--- src/rtl/sevenseg_scan_ctrl.sv ---
// sevenseg_scan_ctrl
// -------------------
// Drives four multiplexed seven-segment digits through one shared decoder.
// The controller scans digit 0, 1, 2, 3 in that order. Before each digit is
// lit there is an all-off slot of BLANK_CYC cycles, which prevents ghosting.
// Each digit is then lit for PRESCALE cycles.
//
// A new display value is loaded into a shadow register at any time. It is
// copied into the active register only at a frame boundary, so one frame
// never shows a mix of two values.
//
// Parameters
//   PRESCALE   cycles each digit is lit per slot (1..65535)
//   BLANK_CYC  all-off cycles before each digit slot (1..65535)
//
// Ports
//   clk          system clock, rising edge
//   reset        asynchronous active-high reset
//   load         one-cycle strobe capturing load_data into the shadow register
//   load_data    four BCD digits, [15:12] = digit 3 ... [3:0] = digit 0
//   lz_suppress  blank leading zero digits when high
//   bcd_out      code for the shared decoder, 4'hF = blank
//   digit_en_n   active-low digit enables, bit i = digit i
//   pending      shadow register holds a value not yet shown
//   frame_start  one-cycle pulse in the first blank cycle of each new frame
module sevenseg_scan_ctrl #(
    parameter logic [15:0] PRESCALE  = 16'd1000,
    parameter logic [15:0] BLANK_CYC = 16'd50
) (
    input  logic        clk,
    input  logic        reset,
    input  logic        load,
    input  logic [15:0] load_data,
    input  logic        lz_suppress,
    output logic [3:0]  bcd_out,
    output logic [3:0]  digit_en_n,
    output logic        pending,
    output logic        frame_start
);

    typedef enum logic {
        BLANK = 1'b0,
        SHOW  = 1'b1
    } state_t;

    state_t      state_q,       state_d;
    logic [1:0]  idx_q,         idx_d;
    logic [15:0] cnt_q,         cnt_d;
    logic [15:0] shadow_q,      shadow_d;
    logic [15:0] active_q,      active_d;
    logic        pending_q,     pending_d;
    logic        frame_start_q, frame_start_d;
    logic [3:0]  bcd_out_q,     bcd_out_d;
    logic [3:0]  digit_en_n_q,  digit_en_n_d;
    logic        boundary;

    // Nibble i of the display value. Codes 10..15 are passed through
    // unchanged; the downstream decoder treats them as blank.
    function automatic logic [3:0] nibble_sel(input logic [15:0] value,
                                              input logic [1:0]  idx);
        logic [3:0] nib;
        case (idx)
            2'd0:    nib = value[3:0];
            2'd1:    nib = value[7:4];
            2'd2:    nib = value[11:8];
            default: nib = value[15:12];
        endcase
        return nib;
    endfunction

    // A digit is a leading zero when it and every more significant nibble
    // are zero. Digit 0 is always shown, so a zero value still reads "0".
    function automatic logic lz_blank(input logic [15:0] value,
                                      input logic [1:0]  idx);
        logic blank;
        case (idx)
            2'd1:    blank = (value[15:4]  == 12'h000);
            2'd2:    blank = (value[15:8]  == 8'h00);
            2'd3:    blank = (value[15:12] == 4'h0);
            default: blank = 1'b0;
        endcase
        return blank;
    endfunction

    always_comb begin
        state_d       = state_q;
        idx_d         = idx_q;
        cnt_d         = cnt_q + 16'd1;
        shadow_d      = shadow_q;
        active_d      = active_q;
        pending_d     = pending_q;
        frame_start_d = 1'b0;
        boundary      = 1'b0;
        bcd_out_d     = 4'hF;
        digit_en_n_d  = 4'hF;

        case (state_q)
            BLANK: begin
                if (cnt_q == BLANK_CYC - 16'd1) begin
                    state_d = SHOW;
                    cnt_d   = 16'd0;
                end
            end
            default: begin
                if (cnt_q == PRESCALE - 16'd1) begin
                    state_d  = BLANK;
                    idx_d    = idx_q + 2'd1;
                    cnt_d    = 16'd0;
                    boundary = (idx_q == 2'd3);
                end
            end
        endcase

        if (load) begin
            shadow_d  = load_data;
            pending_d = 1'b1;
        end

        // At the frame boundary, a load in the same cycle takes priority
        // over an older shadow value. Either way, nothing is left pending.
        if (boundary) begin
            frame_start_d = 1'b1;
            pending_d     = 1'b0;
            if (load) begin
                active_d = load_data;
            end else if (pending_q) begin
                active_d = shadow_q;
            end
        end

        // Outputs are derived from the next state, so the registered
        // outputs always match the registered state they appear with.
        if (state_d == SHOW) begin
            digit_en_n_d = ~(4'b0001 << idx_d);
            if (lz_suppress && lz_blank(active_d, idx_d)) begin
                bcd_out_d = 4'hF;
            end else begin
                bcd_out_d = nibble_sel(active_d, idx_d);
            end
        end
    end

    always_ff @(posedge clk or posedge reset) begin
        if (reset) begin
            state_q       <= BLANK;
            idx_q         <= 2'd0;
            cnt_q         <= 16'd0;
            shadow_q      <= 16'h0000;
            active_q      <= 16'h0000;
            pending_q     <= 1'b0;
            frame_start_q <= 1'b0;
            bcd_out_q     <= 4'hF;
            digit_en_n_q  <= 4'hF;
        end else begin
            state_q       <= state_d;
            idx_q         <= idx_d;
            cnt_q         <= cnt_d;
            shadow_q      <= shadow_d;
            active_q      <= active_d;
            pending_q     <= pending_d;
            frame_start_q <= frame_start_d;
            bcd_out_q     <= bcd_out_d;
            digit_en_n_q  <= digit_en_n_d;
        end
    end

    assign bcd_out     = bcd_out_q;
    assign digit_en_n  = digit_en_n_q;
    assign pending     = pending_q;
    assign frame_start = frame_start_q;

endmodule
--- config.mk ---
export PLATFORM = sky130hd
export DESIGN_NAME = sevenseg_scan_ctrl
export DESIGN_NICKNAME = d
export VERILOG_FILES = /design/src/rtl/sevenseg_scan_ctrl.sv
export SDC_FILE = /design/constraint.sdc
export NUM_CORES = 1
export LEC_CHECK = 0
export CAP_MARGIN = 10
export CORE_UTILIZATION = 38
export DETAILED_ROUTE_END_ITERATION = 16
export PLACE_DENSITY = 0.62
export SETUP_SLACK_MARGIN = 0.05
export SLEW_MARGIN = 20
export SYNTH_ARGS = -nofsm -noshare
export SYNTH_HDL_FRONTEND = slang
export SYNTH_SLANG_ARGS = --single-unit
--- constraint.sdc ---
create_clock -name clk -period 2.56 [get_ports clk]
set_clock_uncertainty 0.1 [all_clocks]
set_input_delay 0.512 -clock clk [delete_from_list [all_inputs] [get_ports clk]]
set_output_delay 0.512 -clock clk [all_outputs]
set_load 0.05 [all_outputs]
---- After elaboration in Yosys (flattened, before gate mapping) ----
Cells that the tools add are included.
Widths: inputs -> output; s select.
word-level totals
  register bits ........................... 61
  output and inout bits ................... 10
  memories kept ........................... 0
  bits in read-only memories .............. 0
  bits in writable memories ............... 0
  bits of input ports ..................... 20
  latch bits .............................. 0
cells by class
  equality and inequality tests ........... 6
  muxes and demuxes ....................... 22
  shift operators ......................... 1
  add/subtract/negate cells ............... 2
  reductions and logical operators ........ 6
  multiply operators ...................... 0
  $lt $le $gt $ge ......................... 0
  divide/modulo/power cells ............... 0
  bitwise logic cells ..................... 1
operators by type and width
  operator               count
  $mux 16                6
  $add 16x1->16 const B  1
  $eq 16x10->1 const B   1
  $eq 16x6->1 const B    1
  $logic_not 12->1       1
  $mux 4                 3
  $pmux 4 s3             1
  $mux 1                 9
  $logic_not 8->1        1
  $eq 2x2->1 const B     3
  $logic_not 4->1        1
  $mux 2                 2
  $not 4->4              1
  $shl 1x2->4 const A    1
  $pmux 1 s3             1
  $add 2x1->2 const B    1
  $eq 2x1->1 const B     1
  $logic_not 2->1        1
  $reduce_bool 2->1      1
  $logic_and 1x1->1      1

---- Longest topological paths before layout ----
Gate-level depths: netlist of the first run.
  word-level depth ........................ 10
  mapped depth ............................ 10
  gate-level depth less buffers ........... 9

---- Worst setup path after synthesis of the first run ----
Ideal clock, no wire load.
  kind .................................... flip-flop to flip-flop
  start point ............................. reg cnt_q[13]
  end point ............................... reg bcd_out_q[0] (netlist: bcd_out[0])
  data arrival time ....................... 2.382 ns
  slack ................................... -0.015 ns
  stages on the path, launching flop included .. 9
  library setup time ...................... 0.092 ns
  data required time ...................... 2.368 ns
  path through ............................ dfrtp_1 > or4_4 > nor4_4 > and2_1 > buf_4 > nor2_1 > or3_4 > a31oi_2 > o22ai_1
between the ends
  longest elaborated chain between the ends .. 10
  elaborated cells on any way between the ends .. 23
  those cells by class .................... eq/ne: 5; mux: 13; reduce/logical: 5
ends and longest elaborated chain
  element                                         RTL line  source
  start: declaration                              48        logic [15:0] cnt_q, cnt_d;
  start signal: assignment                        157       cnt_q <= cnt_d;
  $eq 16x10->1 (*)                                105       if (cnt_q == PRESCALE - 16'd1) begin
  $mux 1 (*)                                      105
  $mux 1 (*)                                      97        case (state_q)
  via boundary                                    55        logic boundary;
  $mux 16 (*)                                     121       if (boundary) begin
  $logic_not 12->1, or another cell as far along  77        2'd1: blank = (value[15:4] == 12'h000);
  $pmux 1 s3                                      76        case (idx)
  $mux 1                                          133       if (state_d == SHOW) begin
  $logic_and 1x1->1                               135       if (lz_suppress && lz_blank(active_d, idx_d)) begin
  $mux 4 (*)                                      135
  $mux 4 (*)                                      133
  via bcd_out_d[0]                                53        logic [3:0] bcd_out_q, bcd_out_d;
  end signal: assignment                          162       bcd_out_q <= bcd_out_d;
  end: declaration                                53
The timed path passes the listed nets; every way through them passes the cells marked *. The select of a mux whose other input is x is not followed.
A chain may end at the register's enable or synchronous reset.

---- Final worst setup path of the first run ----
  start point ............................. reg cnt_q[11]
  end point ............................... reg bcd_out_q[0] (netlist: bcd_out[0])
between the ends
  longest elaborated chain between the ends .. 10
  elaborated cells on any way between the ends .. 23
  those cells by class .................... eq/ne: 5; mux: 13; reduce/logical: 5
ends and longest elaborated chain
  element            RTL line  source
  $eq 16x10->1 (*)   105
  $mux 1 (*)         105
  $mux 1 (*)         97
  $mux 16 (*)        121
  via active_d[4]    50        logic [15:0] active_q, active_d;
  $logic_not 12->1   77
  $pmux 1 s3         76
  $mux 1             133
  $logic_and 1x1->1  135
  $mux 4 (*)         135
  $mux 4 (*)         133
  via bcd_out_d[0]   53
Marked as above.

==> Implementation_results.wiki, run 1 <==
{| class="wikitable"
! Metric !! Value
|-
| Worst-margin pin slew || 0.501 ns
|-
| Fraction of the yosys area taken by sequential cells || 53.2%
|-
| Proportion of power drawn by the clock network || 48.0%
|-
| Clock latency of the later-clocked register in the worst-skew pair || 0.34 ns
|-
| Maximum number of pins on one net before global-route repair || 62
|-
| Number of buffer and inverter stages on the critical path || 3
|-
| Vertical die dimension || slightly below 90 µm
|-
| Vias in the first global route || 2296
|-
| Number of CTS-inserted buffers || 9
|-
| CP Cell Sequence || or4b_4 -> nor4_4 -> buf_6 -> buf_8 -> nand4b_1 -> a21oi_2 -> or3_4 -> inv_2 -> a211oi_2 -> o22ai_1
|-
| VDD IR-drop max || 297 µV
|-
| Setup Crit Path Kind || reg -> reg
|-
| Count of warnings emitted by yosys || 0
|-
| Antenna diode count || 0
|-
| Via count || 2369
|-
| Aggregate global routing overflow || 0
|-
| Final-report hold violation count || 0
|-
| Largest buffer count on any clock path || 2
|-
| Leakage power of the design || 0.00180 µW
|-
| Antenna violations before repair || 0
|-
| Maximum level of the CTS H-tree || 3
|-
| Via-per-instance ratio || 5.22
|-
| Number of hold buffers added after CTS || 0
|-
| Clock-pin transition on the worst setup and hold timing paths || roughly 0.070 ns
|-
| Power spent charging and discharging nets || 437 µW
|-
| Overall power after layout || ~2200 µW
|-
| Number of instances in the synthesized netlist || 278
|-
| Worst slew margin relative to its limit || 66.5%
|-
| DR DRC count || 0
|-
| Area overhead of the layout relative to synthesis || 40.2%
|-
| Die Footprint || 7960 µm²
|-
| Switching fraction of total power || 20.2%
|-
| Post-synthesis net count || 301
|-
| Minimum clock period || 2.59 ns
|-
| IO Pins || 30
|-
| Number of routed nets with antenna violations || 0
|-
| Core area || 7290 µm²
|-
| Most used cells in the layout excluding fill and tap cells || sky130_fd_sc_hd__dfrtp_1 (53), sky130_fd_sc_hd__buf_4 (41), sky130_fd_sc_hd__nor2_1 (29), sky130_fd_sc_hd__clkdlybuf4s50_1 (29), sky130_fd_sc_hd__nand2_1 (21)
|-
| FF+latch count, synth || 61
|-
| Leading register cell type out of synthesis || sky130_fd_sc_hd__dfrtp_1
|-
| Peak per-stage delay on the critical path || roughly 0.57 ns
|-
| Effective utilization at floorplan || 39.6%
|-
| Post-Route WL || 6.92 mm
|-
| Number of nets in the finished design || 373
|-
| Final std cells w/o fill || 454
|-
| Pins Over Slew Limit || 0
|-
| Die width || between 80 and 90 µm
|-
| Global Route Usage Sum || 18.5%
|-
| Post-route core utilization || between 50% and 60%
|-
| Data arrival time of the critical path || 2.76 ns
|-
| Post-placement cell count || 430
|-
| Highest clock frequency the design can meet || 0.386 GHz
|-
| Number of rows created at floorplan || 31
|-
| Maximum fanout along the worst path || 7
|-
| Worst Hold Class || reg -> reg
|-
| Outcome || complete, but fails checks
|-
| Clock tree from TritonCTS || done
|-
| Post-Place Setup Slack || -0.0456 ns
|-
| PortBufs || 29
|-
| Nature of the critical path startpoint || flip-flop
|-
| Share of the clock period used by the worst path || 101%
|-
| Part of the total power dissipated in combinational logic || under 10%
|-
| Most common cell after layout, fill and taps aside || sky130_fd_sc_hd__dfrtp_1
|-
| Violations in the final reports || negative setup slack
|-
| Element type at the critical path end || flip-flop
|-
| Violation count after the first detailed-routing iteration || a little over 80
|-
| Mean post-synth cell area || 10.4 µm²
|-
| Final HPWL DP || 4.53 mm
|-
| Fraction of registers with async set or reset after synthesis || 100%
|-
| Worst Path Required || 2.72 ns
|-
| Final-report setup violation count || 4
|-
| Number of sinks driven by the clock tree || 61
|-
| Critical path's top delay family || simple AND/OR/NAND/NOR gates
|-
| Int Power || approximately 1700 µW
|-
| Unrepaired setup endpoints after global routing || true
|-
| Global-route wire length before repair || 10.9 mm
|-
| Detailed-route wire length per cell || 15.2 µm
|-
| Library cells used by synthesis || 45
|-
| Post-synthesis instance area || just under 3000 µm²
|-
| Reg power frac || 46.2%
|-
| Fraction of layout cells with a size suffix above 1 || 33.8%
|-
| CTS root buffer || sky130_fd_sc_hd__clkbuf_8
|-
| Number of synthesized flops with an enable pin || 0
|-
| Cell type of the slowest stage on the worst timing path || sky130_fd_sc_hd__or4b_4
|-
| Min setup slack post-route || -0.0338 ns
|-
| Power per Cell Area || 534 nW/µm²
|-
| Final GP Congestion || 0.792
|-
| Max-cap check violation count || 0
|-
| Pre-Repair DR Iteration Count || 4
|}
## through the flow
stage | hold WS, ns | setup TNS, ns | cell area, µm²
4_1_cts | 0.389 | -0.0469 | 3870
3_5_place_dp | 0.376 | -0.163 | 3550
5_1_grt | 0.410 | -0.559 | 4050
3_3_place_gp | 0.372 | -0.117 | 3550
2_1_floorplan | 0.340 | 0 | 2910
6_report | 0.386 | -0.0584 | 4050
## final cells by class
cell class                 instances  area [µm²]
multi-input combinational        189        1440
sequential                        61        1540
clock buffer                      12         145
inverter                          15        56.3
timing repair buffer              74         656
fill                             638        3240
clock inverter                     4        95.1
tap                               99         124
## power by group through the flow
stage | Clock, µW | Sequential, µW | Combinational [µW]
3_5_place_dp | 0 | 1020 | 123
2_1_floorplan | 0 | 1010 | 60.5
6_report | 1040 | 998 | 126
5_1_grt | 1100 | 1000 | 139
4_1_cts | 1060 | 998 | 124
3_3_place_gp | 0 | 1010 | 121
## final timing paths
kind                            cells after the start                 from  slack (ns)                 endpoint
worst max register to register                     10  cnt_q[11]$_DFF_PP0_       -0.03     bcd_out[0]$_DFF_PP1_
worst min-delay path                                1  cnt_q[15]$_DFF_PP0_        0.39      cnt_q[15]$_DFF_PP0_
min in group asynchronous                           3                reset        0.44       cnt_q[0]$_DFF_PP0_
worst min register to register                      1  cnt_q[15]$_DFF_PP0_        0.39      cnt_q[15]$_DFF_PP0_
worst max-delay path                               10  cnt_q[11]$_DFF_PP0_       -0.03     bcd_out[0]$_DFF_PP1_
max in group asynchronous                           3                reset        1.58  digit_en_n[3]$_DFF_PP1_
## kinds of logic (layout without fill, tap and decap cells)
family / after synthesis / in the layout / synth area share (%)
simple gates: 102 / 102 / 18.7
flops: 61 / 61 / 53.2
compound gates: 52 / 52 / 12.0
buf+inv: 28 / 105 / 3.94
mux: 17 / 17 / 6.32
xor+xnor: 15 / 15 / 4.55
fa+ha+maj: 3 / 3 / 1.30
## routing by layer
layer / share of wire (%) / wire length [µm] / vias to the layer above / global-route usage (%)
li1: - / - / 1123 / -
met2: 52 / 3610 / 51 / 32.7
met1: 42 / 2890 / 1182 / 21.8
met4: 2.4 / 165 / 0 / 5.05
met5: 0 / 0 / - / 0
met3: 3.7 / 256 / 13 / 5.54
## cells in the mapped netlist, drive strengths merged (4+ instances only)
cell type	instances	area [µm²]
dfrtp	53	1330
nand2	21	78.8
nor2	29	109
and4	5	43.8
a31oi	7	50.1
mux2	10	113
a211oi	4	30.0
inv	14	52.6
a21oi	9	45.0
clkbuf	8	30.0
o22ai	11	68.8
xnor2	11	96.3
dfstp	8	210
nand3	13	65.1
a21o	8	60.1
xor2	4	35.0
nor4	4	46.3
nand4	5	31.3
nor3	7	35.0
o21ai	5	25.0
buf	5	27.5
mux2i	7	70.1
## registers in the layout (all words and copies together), names as in the netlist
name         count
active_q        16
cnt_q           16
shadow_q        16
bcd_out          4
digit_en_n       4
idx_q            2
frame_start      1
pending          1
state_q          1
## worst reg2reg max path: stages, from the launching register on
cell and delay, ns:
sky130_fd_sc_hd__dfrtp_1 0.39, sky130_fd_sc_hd__or4b_4 0.57, sky130_fd_sc_hd__nor4_4 0.32, sky130_fd_sc_hd__buf_6 0.19, sky130_fd_sc_hd__buf_8 0.14, sky130_fd_sc_hd__nand4b_1 0.13
sky130_fd_sc_hd__a21oi_2 0.19, sky130_fd_sc_hd__or3_4 0.17, sky130_fd_sc_hd__inv_2 0.05, sky130_fd_sc_hd__a211oi_2 0.18, sky130_fd_sc_hd__o22ai_1 0.10
## what timing repair did
action | CTS | global route
pin swaps | 10 | 16
setup endpoints to repair | 4 | 6
gates resized for setup | 11 | 31
cloned | 1 | 0
setup buffers | 4 | 4
No activity file was read; power rests on OpenSTA's default activity.
==> run 2: changes to the inputs <==
- RECOVER_POWER: unset -> 100
==> run 2 against run 1 <==
The run still ends with negative setup slack left. Via count about the same. Sequential power about the same. Maximum frequency decreased by 0.55%. Routed wire length about the same. Count of clock-buffer cells in the layout unchanged. Utilization decreased by 0.21 points. Non-clock buffer count unchanged. Worst setup slack got worse by 0.014 ns. Critical path type unchanged. Power decreased by 0.19%. Critical path depth unchanged. Global-route usage unchanged.
==> Implementation_results.wiki, run 2 (synthesis gave the netlist of run 1 again) <==
{| class="wikitable"
! Metric !! Value
|-
| Outcome || complete, but fails checks
|-
| Violations in the final reports || negative setup slack
|-
| Pre-Repair DR Iteration Count || 4 (unchanged)
|-
| Maximum level of the CTS H-tree || 3 (unchanged)
|-
| Die width || 89.2 µm (unchanged)
|-
| Count of cells along the worst hold path || 1 (unchanged)
|-
| Pins Over Slew Limit || 0 (unchanged)
|-
| Setup TNS after final layout || -0.0931 ns (-0.0347 ns)
|-
| VDD IR-drop max || 297 µV (about the same)
|-
| Number of routed nets with antenna violations || 0 (unchanged)
|-
| Element type at the critical path end || flip-flop
|-
| IO Pins || 30 (unchanged)
|-
| Nature of the critical path startpoint || flip-flop
|-
| Largest buffer count on any clock path || 2 (unchanged)
|-
| DR DRC count || 0 (unchanged)
|-
| Highest clock frequency the design can meet || 0.383 GHz (-0.55%)
|-
| Vias in the first global route || 2296 (unchanged)
|-
| Peak per-stage delay on the critical path || 0.57 ns (about the same)
|-
| Final-report hold violation count || 0 (unchanged)
|-
| Final GP Congestion || 0.792 (unchanged)
|-
| Number of nets in the finished design || 373 (unchanged)
|-
| Effective utilization at floorplan || 39.6% (unchanged)
|-
| Global Route Usage Sum || 18.5% (unchanged)
|-
| Largest registers || active_q (16), cnt_q (16), shadow_q (16)
|-
| Share of the clock period used by the worst path || 102% (+0.56 points)
|-
| Cell type of the slowest stage on the worst timing path || sky130_fd_sc_hd__or4b_4
|-
| Aggregate global routing overflow || 0 (unchanged)
|-
| Leakage power of the design || 0.00179 µW (-0.43%)
|-
| Worst Path Required || 2.73 ns (about the same)
|-
| Vertical die dimension || 89.2 µm (unchanged)
|-
| Worst R2R Path Depth || 10 (unchanged)
|-
| CP Cell Sequence || or4b_4 -> nor4_4 -> buf_6 -> buf_8 -> nand4b_1 -> a21oi_2 -> or3_4 -> inv_2 -> a211oi_2 -> o22ai_1
|-
| Fraction of layout cells with a size suffix above 1 || 33.5% (-0.28 points)
|-
| Maximum fanout along the worst path || 7 (unchanged)
|-
| Via count || 2368 (-0.042%)
|-
| Antenna violations before repair || 0 (unchanged)
|-
| CTS root buffer || sky130_fd_sc_hd__clkbuf_8
|-
| Detailed-route wire length per cell || 15.2 µm (about the same)
|-
| Number of hold buffers added after CTS || 0 (unchanged)
|-
| Min setup slack post-route || -0.0480 ns (-0.0142 ns)
|-
| Number of CTS-inserted buffers || 9 (unchanged)
|-
| Minimum clock period || 2.61 ns (+0.0142 ns)
|-
| Max-cap check violation count || 0 (unchanged)
|-
| Hold slack || 0.386 ns (-0.0000240 ns)
|-
| Final HPWL DP || 4.53 mm (unchanged)
|-
| Worst slew margin relative to its limit || 2.02% (-65 points)
|-
| Antenna diode count || 0 (unchanged)
|-
| Post-placement cell count || 430 (unchanged)
|-
| Final std cells w/o fill || 454 (unchanged)
|-
| PortBufs || 29 (unchanged)
|-
| Most common cell after layout, fill and taps aside || sky130_fd_sc_hd__dfrtp_1
|-
| Post-route core utilization || 55.4% (-0.21 points)
|-
| Most used cells in the layout excluding fill and tap cells || sky130_fd_sc_hd__dfrtp_1 (53), sky130_fd_sc_hd__buf_4 (41), sky130_fd_sc_hd__nor2_1 (29), sky130_fd_sc_hd__clkdlybuf4s50_1 (28), sky130_fd_sc_hd__nand2_1 (21)
|-
| Worst Hold Class || reg -> reg
|-
| Via-per-instance ratio || 5.22 (about the same)
|-
| Clock tree from TritonCTS || done
|-
| Violation count after the first detailed-routing iteration || 107 (+29%)
|-
| Power per Cell Area || 535 nW/µm² (+0.18%)
|-
| Die Footprint || 7960 µm² (unchanged)
|-
| Clock-pin transition on the worst setup and hold timing paths || 0.07 ns (about the same)
|-
| Total non-filler cell area in the finished layout || 4040 µm² (-0.37%)
|-
| Worst-margin pin slew || 1.47 ns (+0.969 ns)
|-
| Data arrival time of the critical path || 2.77 ns (about the same)
|-
| Global-route wire length before repair || 10.9 mm (unchanged)
|-
| Total cell area at the placement stage || 3550 µm² (unchanged)
|-
| Maximum number of pins on one net before global-route repair || 62 (unchanged)
|-
| Final-report setup violation count || 4 (unchanged)
|-
| Area overhead of the layout relative to synthesis || 39.7%
|-
| Setup Crit Path Kind || reg -> reg
|-
| Number of rows created at floorplan || 31 (unchanged)
|-
| Post-Route WL || 6.92 mm (about the same)
|-
| Clock latency of the later-clocked register in the worst-skew pair || 0.34 ns (about the same)
|-
| Number of sinks driven by the clock tree || 61 (unchanged)
|-
| Unrepaired setup endpoints after global routing || true
|-
| Core area || 7290 µm² (unchanged)
|}
## run 2: metrics by stage
| step | total power (µW) | setup WS, ns |
|---|---|---|
| after floorplan | 1070 | 0.00602 |
| after global placement | 1140 | -0.0320 |
| after detailed placement | 1140 | -0.0456 |
| after CTS | 2180 | -0.0214 |
| after global routing | 2230 | -0.157 |
| final | 2160 | -0.0480 |
## run 2: final timing paths
| kind | start | endpoint | slack, ns |
|---|---|---|---|
| max | cnt_q[11]$_DFF_PP0_ | bcd_out[0]$_DFF_PP1_ | -0.05 |
| min | cnt_q[15]$_DFF_PP0_ | cnt_q[15]$_DFF_PP0_ | 0.39 |
| max reg2reg | cnt_q[11]$_DFF_PP0_ | bcd_out[0]$_DFF_PP1_ | -0.05 |
| min reg2reg | cnt_q[15]$_DFF_PP0_ | cnt_q[15]$_DFF_PP0_ | 0.39 |
| max in group asynchronous | reset | cnt_q[15]$_DFF_PP0_ | 0.46 |
| min in group asynchronous | reset | cnt_q[0]$_DFF_PP0_ | 1.00 |
## run 2: power by group
part / total [µW] / leakage [µW] / internal, µW / switching, µW
logic: 122 / 0.000906 / 59.2 / 62.5
clock network: 1040 / 0.000121 / 673 / 366
registers: 998 / 0.000767 / 991 / 7.63
## run 2: final cells by class
type / instances / area (µm²)
Fill cell: 640 / 3260
Sequential cell: 61 / 1540
Multi-Input combinational cell: 189 / 1440
Timing Repair Buffer: 74 / 641
Clock buffer: 12 / 145
Tap cell: 99 / 124
Clock inverter: 4 / 95.1
Inverter: 15 / 56.3
## run 2: metal layers
metal | part of all wire [%] | global-route usage, % | vias up
met1 | 41 | 21.8 | 1194
met3 | 3.4 | 5.54 | 13
met4 | 2.4 | 5.05 | 0
met2 | 53 | 32.7 | 37
li1 | - | - | 1124
met5 | 0 | 0 | -
## run 2: critical path, delay by kind of cell (launching register included)
family | cells | cell delay, ns
and+or+nand+nor | 4 | 1.20
buffers and inverters | 3 | 0.37
DFF | 1 | 0.39
AOI/OAI and AO/OA | 3 | 0.48
## run 2: repair_timing
item | CTS | global route
buffers inserted | 4 | 4
gates resized for setup | 11 | 31
gates cloned | 1 | 0
setup endpoints to repair | 4 | 6
pin swaps | 10 | 16
